<file path="config.mk">
export PLATFORM = sky130hd
export DESIGN_NAME = mem_port_arbiter
export DESIGN_NICKNAME = d
export VERILOG_FILES = /design/src/rtl/mem_port_arbiter.sv
export SDC_FILE = /design/constraint.sdc
export NUM_CORES = 1
export LEC_CHECK = 0
export ABC_AREA = 1
export BUFFER_PORTS_ARGS = -buffer_cell sky130_fd_sc_hd__buf_2
export CORE_ASPECT_RATIO = 1.25
export CORE_MARGIN = 2
export CORE_UTILIZATION = 35
export CTS_BUF_LIST = sky130_fd_sc_hd__clkbuf_4 sky130_fd_sc_hd__clkbuf_8
export CTS_CLUSTER_SIZE = 28
export DETAILED_ROUTE_END_ITERATION = 10
export GPL_TIMING_DRIVEN = 0
export MAX_ROUTING_LAYER = met4
export SETUP_SLACK_MARGIN = 0.5
export SLEW_MARGIN = 20
export SYNTH_ARGS = -nofsm -noshare
export SYNTH_HDL_FRONTEND = slang
export SYNTH_SLANG_ARGS = --single-unit
</file>
<file path="constraint.sdc">
create_clock -name clk_i -period 1.58 [get_ports clk_i]
set_input_delay 0.316 -clock clk_i [delete_from_list [all_inputs] [get_ports clk_i]]
set_output_delay 0.316 -clock clk_i [all_outputs]
set_load 0.05 [all_outputs]
</file>
<file path="src/rtl/mem_port_arbiter.sv">
// Shares one handshaked memory between fetch and data ports; data has priority, fetch gets a starvation guard.
// Latency: req sampled -> ack in 2+k cycles, 1 txn per 3 cycles; backpressure via if/dm_stall_o; watchdog via MEM_ARB_TIMEOUT_EN.
module mem_port_arbiter #(
  parameter int ADDR_W     = 32,
  parameter int DATA_W     = 32,
  parameter int STARVE_MAX = 2,
  parameter int TIMEOUT    = 64
) (
  input  logic              clk_i,
  input  logic              rst_i,
  input  logic              if_req_i,
  input  logic [ADDR_W-1:0] if_addr_i,
  output logic              if_ack_o,
  output logic [DATA_W-1:0] if_rdata_o,
  output logic              if_stall_o,
  input  logic              dm_req_i,
  input  logic              dm_we_i,
  input  logic [ADDR_W-1:0] dm_addr_i,
  input  logic [DATA_W-1:0] dm_wdata_i,
  output logic              dm_ack_o,
  output logic [DATA_W-1:0] dm_rdata_o,
  output logic              dm_stall_o,
  output logic              mem_req_o,
  output logic              mem_we_o,
  output logic [ADDR_W-1:0] mem_addr_o,
  output logic [DATA_W-1:0] mem_wdata_o,
  input  logic              mem_ack_i,
  input  logic [DATA_W-1:0] mem_rdata_i,
  output logic              err_o
);

  localparam int SW = (STARVE_MAX < 1) ? 1 : $clog2(STARVE_MAX + 1);

  typedef enum logic [1:0] {
    IDLE = 2'd0,
    BUSY = 2'd1,
    RESP = 2'd2
  } state_t;

  state_t            state_q, state_d;
  logic              owner_q, owner_d;  // 1 = data port owns the transaction
  logic              mem_req_q, mem_req_d;
  logic              mem_we_q, mem_we_d;
  logic [ADDR_W-1:0] mem_addr_q, mem_addr_d;
  logic [DATA_W-1:0] mem_wdata_q, mem_wdata_d;
  logic [DATA_W-1:0] if_rdata_q, if_rdata_d;
  logic [DATA_W-1:0] dm_rdata_q, dm_rdata_d;
  logic              if_ack_q, if_ack_d;
  logic              dm_ack_q, dm_ack_d;
  logic [SW-1:0]     starve_q, starve_d;

  logic starved;
  logic grant_dm;
  logic grant_if;

  assign starved  = (starve_q == SW'(STARVE_MAX));
  assign grant_dm = dm_req_i & ~(if_req_i & starved);
  assign grant_if = if_req_i & ~grant_dm;

`ifdef MEM_ARB_TIMEOUT_EN
  localparam int TW = (TIMEOUT < 2) ? 1 : $clog2(TIMEOUT + 1);
  logic [TW-1:0] tmo_q, tmo_d;
  logic          err_q, err_d;
  logic          tmo_hit;

  assign tmo_hit = (tmo_q == TW'(TIMEOUT - 1));
`endif

  always_comb begin
    state_d     = state_q;
    owner_d     = owner_q;
    mem_req_d   = mem_req_q;
    mem_we_d    = mem_we_q;
    mem_addr_d  = mem_addr_q;
    mem_wdata_d = mem_wdata_q;
    if_rdata_d  = if_rdata_q;
    dm_rdata_d  = dm_rdata_q;
    if_ack_d    = 1'b0;
    dm_ack_d    = 1'b0;
    starve_d    = starve_q;
`ifdef MEM_ARB_TIMEOUT_EN
    tmo_d       = tmo_q;
    err_d       = err_q;
`endif
    unique case (state_q)
      IDLE: begin
        if (grant_dm || grant_if) begin
          state_d     = BUSY;
          owner_d     = grant_dm;
          mem_req_d   = 1'b1;
          mem_we_d    = grant_dm & dm_we_i;
          mem_addr_d  = grant_dm ? dm_addr_i : if_addr_i;
          mem_wdata_d = grant_dm ? dm_wdata_i : '0;
`ifdef MEM_ARB_TIMEOUT_EN
          tmo_d       = '0;
`endif
          if (grant_if) begin
            starve_d = '0;
          end else if (if_req_i && !starved) begin
            starve_d = starve_q + SW'(1);
          end
        end
      end
      BUSY: begin
        if (mem_ack_i) begin
          state_d   = RESP;
          mem_req_d = 1'b0;
          if_ack_d  = ~owner_q;
          dm_ack_d  = owner_q;
          if (!mem_we_q) begin
            if (owner_q) dm_rdata_d = mem_rdata_i;
            else         if_rdata_d = mem_rdata_i;
          end
        end
`ifdef MEM_ARB_TIMEOUT_EN
        else if (tmo_hit) begin
          // Complete with a poison word so the pipeline can drain instead of hanging.
          state_d   = RESP;
          mem_req_d = 1'b0;
          if_ack_d  = ~owner_q;
          dm_ack_d  = owner_q;
          err_d     = 1'b1;
          if (!mem_we_q) begin
            if (owner_q) dm_rdata_d = DATA_W'(32'hDEAD_BEEF);
            else         if_rdata_d = DATA_W'(32'hDEAD_BEEF);
          end
        end else begin
          tmo_d = tmo_q + TW'(1);
        end
`endif
      end
      RESP: begin
        state_d = IDLE;
      end
      default: begin
        state_d = IDLE;
      end
    endcase
  end

  always_ff @(posedge clk_i or negedge rst_i) begin
    if (!rst_i) begin
      state_q     <= IDLE;
      owner_q     <= 1'b0;
      mem_req_q   <= 1'b0;
      mem_we_q    <= 1'b0;
      mem_addr_q  <= '0;
      mem_wdata_q <= '0;
      if_rdata_q  <= '0;
      dm_rdata_q  <= '0;
      if_ack_q    <= 1'b0;
      dm_ack_q    <= 1'b0;
      starve_q    <= '0;
    end else begin
      state_q     <= state_d;
      owner_q     <= owner_d;
      mem_req_q   <= mem_req_d;
      mem_we_q    <= mem_we_d;
      mem_addr_q  <= mem_addr_d;
      mem_wdata_q <= mem_wdata_d;
      if_rdata_q  <= if_rdata_d;
      dm_rdata_q  <= dm_rdata_d;
      if_ack_q    <= if_ack_d;
      dm_ack_q    <= dm_ack_d;
      starve_q    <= starve_d;
    end
  end

`ifdef MEM_ARB_TIMEOUT_EN
  always_ff @(posedge clk_i or negedge rst_i) begin
    if (!rst_i) begin
      tmo_q <= '0;
      err_q <= 1'b0;
    end else begin
      tmo_q <= tmo_d;
      err_q <= err_d;
    end
  end

  assign err_o = err_q;
`else
  // Watchdog compiled out: the flag is constant 0 and TIMEOUT has no effect.
  assign err_o = (TIMEOUT < 0);
`endif

  assign if_ack_o    = if_ack_q;
  assign dm_ack_o    = dm_ack_q;
  assign if_rdata_o  = if_rdata_q;
  assign dm_rdata_o  = dm_rdata_q;
  assign mem_req_o   = mem_req_q;
  assign mem_we_o    = mem_we_q;
  assign mem_addr_o  = mem_addr_q;
  assign mem_wdata_o = mem_wdata_q;

  assign if_stall_o  = if_req_i & ~if_ack_q;
  assign dm_stall_o  = dm_req_i & ~dm_ack_q;

endmodule
</file>
==> results of run 1 <==
-- metrics by stage --
stage / util, % / std cells
floorplan: - / 741
global placement: 46.1 / 1227
detailed placement: 46.3 / 1228
CTS: 68.8 / 1391
global route: 75.3 / 1445
finish: 75.3 / 1446
-- registers in the layout, indices dropped and copies added (netlist names) --
| name | flops |
|---|---|
| mem_addr_o | 32 |
| state_q | 2 |
| if_ack_o | 1 |
| starve_q | 2 |
| if_rdata_o | 32 |
| mem_we_o | 1 |
| mem_req_o | 1 |
| owner_q | 1 |
| dm_rdata_o | 32 |
| mem_wdata_o | 32 |
| dm_ack_o | 1 |
-- repair_timing --
| item | CTS | global route |
|---|---|---|
| setup endpoints to repair | 268 | 270 |
| buffers inserted | 105 | 50 |
| pin swaps | 88 | 90 |
| cloned | 26 | 3 |
| endpoints found under the hold margin | 55 | 55 |
| gates resized for setup | 583 | 177 |
-- worst reg2reg max path, cell delays in order (launching register included) --
cell	delay, ns
dfrtp_1	0.40
inv_2	0.12
nand2_4	0.07
nor2_4	0.15
inv_4	0.08
buf_12	0.13
buf_16	0.13
buf_12	0.14
nand2_4	0.07
nand2_2	0.05
-- worst min-delay path by stage --
stage / start / endpoint / slack (ns) / cells past startpoint
2_1_floorplan: rst_i / dm_ack_o / 0.02 / 0
3_3_place_gp: dm_rdata_o[9] / dm_rdata_o[9] / 0.45 / 2
3_5_place_dp: rst_i / dm_rdata_o[26] / 0.27 / 1
4_1_cts: rst_i / if_rdata_o[22] / -0.22 / 1
5_1_grt: rst_i / mem_addr_o[25] / -0.21 / 1
6_report: rst_i / if_rdata_o[22] / -0.22 / 1
-- cell usage after synthesis, drive strengths merged --
cell type	instances
nand2	336
dfrtp	137
nand3	132
inv	77
buf	31
nor2	13
clkbuf	11
o21ai	2
conb	1
ha	1
-- kinds of logic after synthesis --
kind of cell               count (synthesis)  share of synthesized area, %
and+or+nand+nor                          481                          33.5
DFF                                      137                          57.8
buffers and inverters                    119                          8.33
AOI/OAI and AO/OA                          2                         0.169
adders and majority gates                  1                         0.211
other                                      1                        0.0632
-- report_power, final --
group / switching (uW) / internal, uW
registers: 1270 / 5080
clock network: 1480 / 1430
logic: 10900 / 8580
-- per-layer routing --
layer / part of all wire (%) / up-vias / global-route usage (%)
met2: 57 / 243 / 45.5
met4: 3.3 / 0 / 9.01
li1: - / 3220 / -
met3: 4.4 / 62 / 4.73
met1: 36 / 3375 / 26.7
met5: 0 / - / -
-- cell type report --
cell class                      count  area (um^2)
Timing Repair Buffer              451         4250
Fill cell                        1147         4130
Sequential cell                   137         3430
Multi-Input combinational cell    485         3350
Buffer                             42          577
Inverter                           77          307
Tap cell                          220          275
Clock buffer                       18          241
Clock inverter                     14          149
Antenna cell                        2         5.00
==> metrics.log, run 1 <==
[metrics] run status: finished with violations
[metrics] violations in the final reports: negative hold slack
[metrics] total of flip-flops plus latches after synthesis: 137
[metrics] required time reported for the critical path endpoint: 1.26 ns
[metrics] routed wire length: 24000 um
[metrics] proportion of synthesized chip area in sequential cells: 57.8%
[metrics] Num CTS Buffers: 17
[metrics] path depth of the worst reg2reg path: 9
[metrics] final total negative setup slack: 0 ns
[metrics] worst path setup slack after routing: 0.116 ns
[metrics] Mean Syn Cell Area: 8.01 um^2
[metrics] initial core utilization: 35.5%
[metrics] worst slack on hold paths: -0.215 ns
[metrics] grt ovf: 0
[metrics] count of pins over their slew limit: 0
[metrics] clock transition time at the flip-flop clock pins of the worst setup and hold paths: 0.08 ns
[metrics] sum of buffers and inverters on the critical path: 1
[metrics] Relative slew margins: 61.2%
[metrics] end of the worst register-to-register path: mem_wdata_o[27]
[metrics] CTS tree: yes
[metrics] clock latency reported for the late side of the worst-skew pair: 0.44 ns
[metrics] number of nets produced by synthesis: 876
[metrics] Nets: 1346
[metrics] via count of the first global-routing pass: 6919
[metrics] CP max-delay cell: dfrtp_2
[metrics] die area: 18000 um^2
[metrics] capturing element type of the critical path: output port
[metrics] clock skew: 0.0107 ns
[metrics] vias after detailed routing: 6900
[metrics] number of clock sinks: 137
[metrics] buffer cell driving the clock tree root: clkbuf_8
[metrics] commonest non-fill, non-tap cells in the layout: buf_6 (165), nand2_1 (151), dfrtp_1 (134)
[metrics] Clock Path Buffers: 2
[metrics] width of the die: 120 um
[metrics] # rows: 53
[metrics] wire length of the first global-routing pass: 34300 um
[metrics] via-per-instance ratio: 4.77
[metrics] number of antenna violations at the first check in global routing: 1
[metrics] worst flop-to-flop path startpoint: state_q[1]
[metrics] standard cell core area: 16700 um^2
[metrics] TritonRoute pass-1 iters: 4
[metrics] total cell area at the placement stage: 7730 um^2
[metrics] logic depth of the worst setup path including buffers: 2
[metrics] H-tree levels: 4
[metrics] boundary pin count: 269
[metrics] reg2reg setup slack: 0.14 ns
[metrics] Antenna Violating Nets Remaining: 0
[metrics] highest fanout seen on the critical path: 2
[metrics] Critical path destination: dm_stall_o
[metrics] setup violators final: 0
[metrics] I/O Buffers: 266
[metrics] synth top area cells: dfrtp_1 (58%), nand2_1 (21%), nand3_1 (11%)
[metrics] startpoint kind of the worst setup timing path: register
[metrics] total power draw: 28700 uW
[metrics] Final HPWL DP: 12900 um
[metrics] drc violations: 0
[metrics] family with the most delay on the worst path: flip-flops
[metrics] routability congestion estimate: 0.819
[metrics] final cycle utilization of the critical path: 92.7%
[metrics] peak per-stage delay on the critical path: 0.45 ns
[metrics] commonest non-fill, non-tap cell in the layout: buf_6
[metrics] synthesized instance count: 741
[metrics] worst-case vdd ir drop: 0.00134 V
[metrics] pin count of the biggest net entering global routing: 83
[metrics] type of the setup path with the least slack: register to output port
[metrics] maximum clock frequency: 683 MHz
[metrics] Cell Pwr Density: 2280 nW/um^2
[metrics] count of routing violations after the opening detailed-route iteration: 255
[metrics] wire per inst: 16.6 um
[metrics] fraction of layout cells with a size suffix above 1: 67.3%
[metrics] chain of cells forming the critical path: nor2_4 -> buf_6
[metrics] Hold Fails Final Rpt: 55
[metrics] crit path DAT: 1.15 ns
[metrics] combined area of all synthesized cells: 5930 um^2
[metrics] top-area cell type share of the netlist area: 57.8%
[metrics] number of max-capacitance violations reported: 0
[metrics] Worst setup startpoint: dm_ack_o
[metrics] Hold/Removal Path Class: primary input to asynchronous set/reset pin
[metrics] worst-case setup slack after placement: -0.0529 ns
[metrics] total global routing track utilization: 24.9%
[metrics] post-synth cell types: 16
[metrics] P_leak: 0.00681 uW
[metrics] Area Overhead vs Synth: 112%
[metrics] height of the die: 150 um
[metrics] final period demand of the worst path: 1.46 ns
[metrics] cell area after layout: 12600 um^2
[metrics] Slew @ Worst Pin: 0.582 ns
[metrics] area leader, netlist: dfrtp_1
[metrics] unrepaired setup endpoints after global routing: yes
[metrics] synth warn: 0
Note: power is estimated with default switching activity, not from simulation.
==> inputs of run 2 (changes only) <==
==> constraint.sdc (replaced) <==
create_clock -name clk_i -period 1.28 [get_ports clk_i]
set_input_delay 0.384 -clock clk_i [delete_from_list [all_inputs] [get_ports clk_i]]
set_output_delay 0.384 -clock clk_i [all_outputs]
set_load 0.05 [all_outputs]
==> run 2 against run 1 <==
The flow finishes with violations (negative hold slack, negative setup slack). Global-route usage fell by 0.70 points. Non-clock buffer count fell by 22. Cell count fell by 1.7%. Worst setup slack got worse by 0.36 ns. Via count fell by 3.7%. Core utilization fell by 5.5 points. Clock skew rose by 0.0069 ns. Clock power rose by 30%. Cell area fell by 7.3%. Combinational power rose by 14%. Highest routed layer unchanged.
==> metrics.log, run 2 (synthesis gave the netlist of run 1 again) <==
[metrics] Nets: 1324
[metrics] drc violations: 0
[metrics] Area Overhead vs Synth: 96.5%
[metrics] CP max-delay cell: dfrtp_2
[metrics] combinational power share: 65.3%
[metrics] cell area after layout: 11700 um^2
[metrics] switching power as a share of total power: 47.4%
[metrics] number of max-capacitance violations reported: 0
[metrics] worst-case vdd ir drop: 0.00169 V
[metrics] unrepaired setup endpoints after global routing: yes
[metrics] clock latency reported for the late side of the worst-skew pair: 0.45 ns
[metrics] worst slack on hold paths: -0.174 ns
[metrics] H-tree levels: 4
[metrics] maximum clock frequency: 657 MHz
[metrics] startpoint kind of the worst setup timing path: register
[metrics] initial core utilization: 35.5%
[metrics] count of routing violations after the opening detailed-route iteration: 288
[metrics] P_leak: 0.00633 uW
[metrics] number of antenna cells inserted: 0
[metrics] CTS tree: yes
[metrics] routed wire length: 22500 um
[metrics] grt ovf: 0
[metrics] pin count of the biggest net entering global routing: 93
[metrics] reg2reg setup slack: -0.12 ns
[metrics] TritonRoute pass-1 iters: 5
[metrics] clock transition time at the flip-flop clock pins of the worst setup and hold paths: 0.09 ns
[metrics] Worst setup startpoint: dm_ack_o
[metrics] highest fanout seen on the critical path: 2
[metrics] run status: finished with violations
[metrics] Final HPWL DP: 13000 um
[metrics] # rows: 53
[metrics] wire per inst: 15.8 um
[metrics] Clock Path Buffers: 2
[metrics] via count of the first global-routing pass: 6733
[metrics] sum of buffers and inverters on the critical path: 1
[metrics] vias after detailed routing: 6645
[metrics] commonest non-fill, non-tap cell in the layout: buf_6
[metrics] boundary pin count: 269
[metrics] routability congestion estimate: 0.815
[metrics] buffer cell driving the clock tree root: clkbuf_8
[metrics] Hold Fails Final Rpt: 45
[metrics] final period demand of the worst path: 1.52 ns
[metrics] die area: 18000 um^2
[metrics] final cycle utilization of the critical path: 119%
[metrics] worst flop-to-flop path startpoint: state_q[1]
[metrics] wire length of the first global-routing pass: 33400 um
[metrics] clock skew: 0.0176 ns
[metrics] final total negative setup slack: -21.69 ns
[metrics] crit path DAT: 1.14 ns
[metrics] via-per-instance ratio: 4.67
[metrics] peak per-stage delay on the critical path: 0.44 ns
[metrics] width of the die: 120 um
[metrics] proportion of power drawn by the clock network: 11.1%
[metrics] Antenna Violating Nets Remaining: 0
[metrics] path depth of the worst reg2reg path: 8
[metrics] height of the die: 150 um
[metrics] fraction of layout cells with a size suffix above 1: 67.9%
[metrics] required time reported for the critical path endpoint: 0.90 ns
[metrics] Cell Pwr Density: 2930 nW/um^2
[metrics] number of clock sinks: 137
[metrics] Sw Pwr: 16200 uW
[metrics] end of the worst register-to-register path: mem_wdata_o[26]
[metrics] family with the most delay on the worst path: flip-flops
[metrics] I/O Buffers: 266
[metrics] chain of cells forming the critical path: nor2_4 -> buf_8
[metrics] total cell area at the placement stage: 7800 um^2
[metrics] capturing element type of the critical path: output port
[metrics] Hold/Removal Path Class: primary input to asynchronous set/reset pin
[metrics] Fillers: 1301
[metrics] sequential fraction of design power: 23.6%
[metrics] type of the setup path with the least slack: register to output port
[metrics] Num CTS Buffers: 17
[metrics] Internal: 18000 uW
[metrics] count of pins over their slew limit: 0
[metrics] setup violators final: 237
[metrics] commonest non-fill, non-tap cells in the layout: buf_6 (158), nand2_2 (151), nand2_1 (138)
[metrics] worst path setup slack after routing: -0.241 ns
[metrics] violations in the final reports: negative hold slack, negative setup slack
[metrics] standard cell core area: 16700 um^2
[metrics] total global routing track utilization: 24.2%
[metrics] number of antenna violations at the first check in global routing: 0
run 2: cell count changes in the layout (fill, tap and decap cells not counted), moves of 7 or more:
cell / previous run / this run
dfrtp_1: 134 / 50
dfrtp_2: 3 / 87
nand3_1: 40 / 124
nand3_2: 88 / 7
nand2_2: 131 / 151
buf_4: 122 / 135
nand2_1: 151 / 138
buf_12: 16 / 6
buf_16: 16 / 8
buf_8: 28 / 20
buf_6: 165 / 158
nand2_4: 50 / 43
run 2: what timing repair did:
item	4_1_cts	5_1_grt
gates cloned	16	2
setup buffers	91	53
endpoints found under the hold margin	45	45
gates resized for setup	488	171
setup endpoints to repair	271	275
pin swaps	42	44
run 2: layout make-up:
type | instances | area, um^2 | share of cell area [%]
buffer | 42 | 469 | 4.02
clock buffer | 23 | 304 | 2.61
clock inverter | 9 | 115 | 0.987
inverter | 77 | 309 | 2.65
multi-input combinational | 485 | 2900 | 24.9
sequential | 137 | 3540 | 30.3
tap | 220 | 275 | 2.36
timing repair buffer | 429 | 3750 | 32.1
run 2: worst register-to-register path: cells and delay by family (launching register included):
| kind | cells | cell delay (ns) |
|---|---|---|
| buffers and inverters | 4 | 0.50 |
| DFF | 1 | 0.42 |
| and+or+nand+nor | 4 | 0.37 |
run 2: power groups by stage:
stage | registers (uW) | logic (uW) | clock network [uW]
after floorplan | 14000 | 3440 | 0
after global placement | 7500 | 13300 | 0
after detailed placement | 7510 | 13400 | 0
after CTS | 8020 | 19700 | 3830
after global routing | 8270 | 23400 | 4010
final | 8060 | 22300 | 3780
run 2: worst max-delay path by stage:
stage / end / slack [ns] / cells after the start
after floorplan: dm_stall_o / -0.04 / 4
after global placement: mem_we_o / -2.46 / 1
after detailed placement: mem_wdata_o[11] / -0.45 / 8
after CTS: dm_stall_o / -0.28 / 2
after global routing: dm_stall_o / -0.29 / 2
final: dm_stall_o / -0.24 / 2
run 2: through the flow:
| step | hold WS, ns | cells | setup slack, ns | utilization [%] | total power [uW] |
|---|---|---|---|---|---|
| after detailed placement | 0.312 | 1228 | -0.448 | 46.7 | 20900 |
| final | -0.174 | 1422 | -0.241 | 69.8 | 34100 |
| after global routing | -0.167 | 1422 | -0.289 | 69.8 | 35700 |
| after global placement | 0.449 | 1227 | -2.46 | 46.5 | 20800 |
| after floorplan | 0.0884 | 741 | -0.0352 | - | 17400 |
| after CTS | -0.194 | 1367 | -0.276 | 63.6 | 31500 |
run 2: routing by layer:
layer	global-route usage [%]	up-vias	part of all wire, %
met3	4.95	67	5.1
li1	-	3172	-
met2	42.1	225	54
met4	10.6	0	3.5
met5	-	-	0
met1	26.8	3181	37
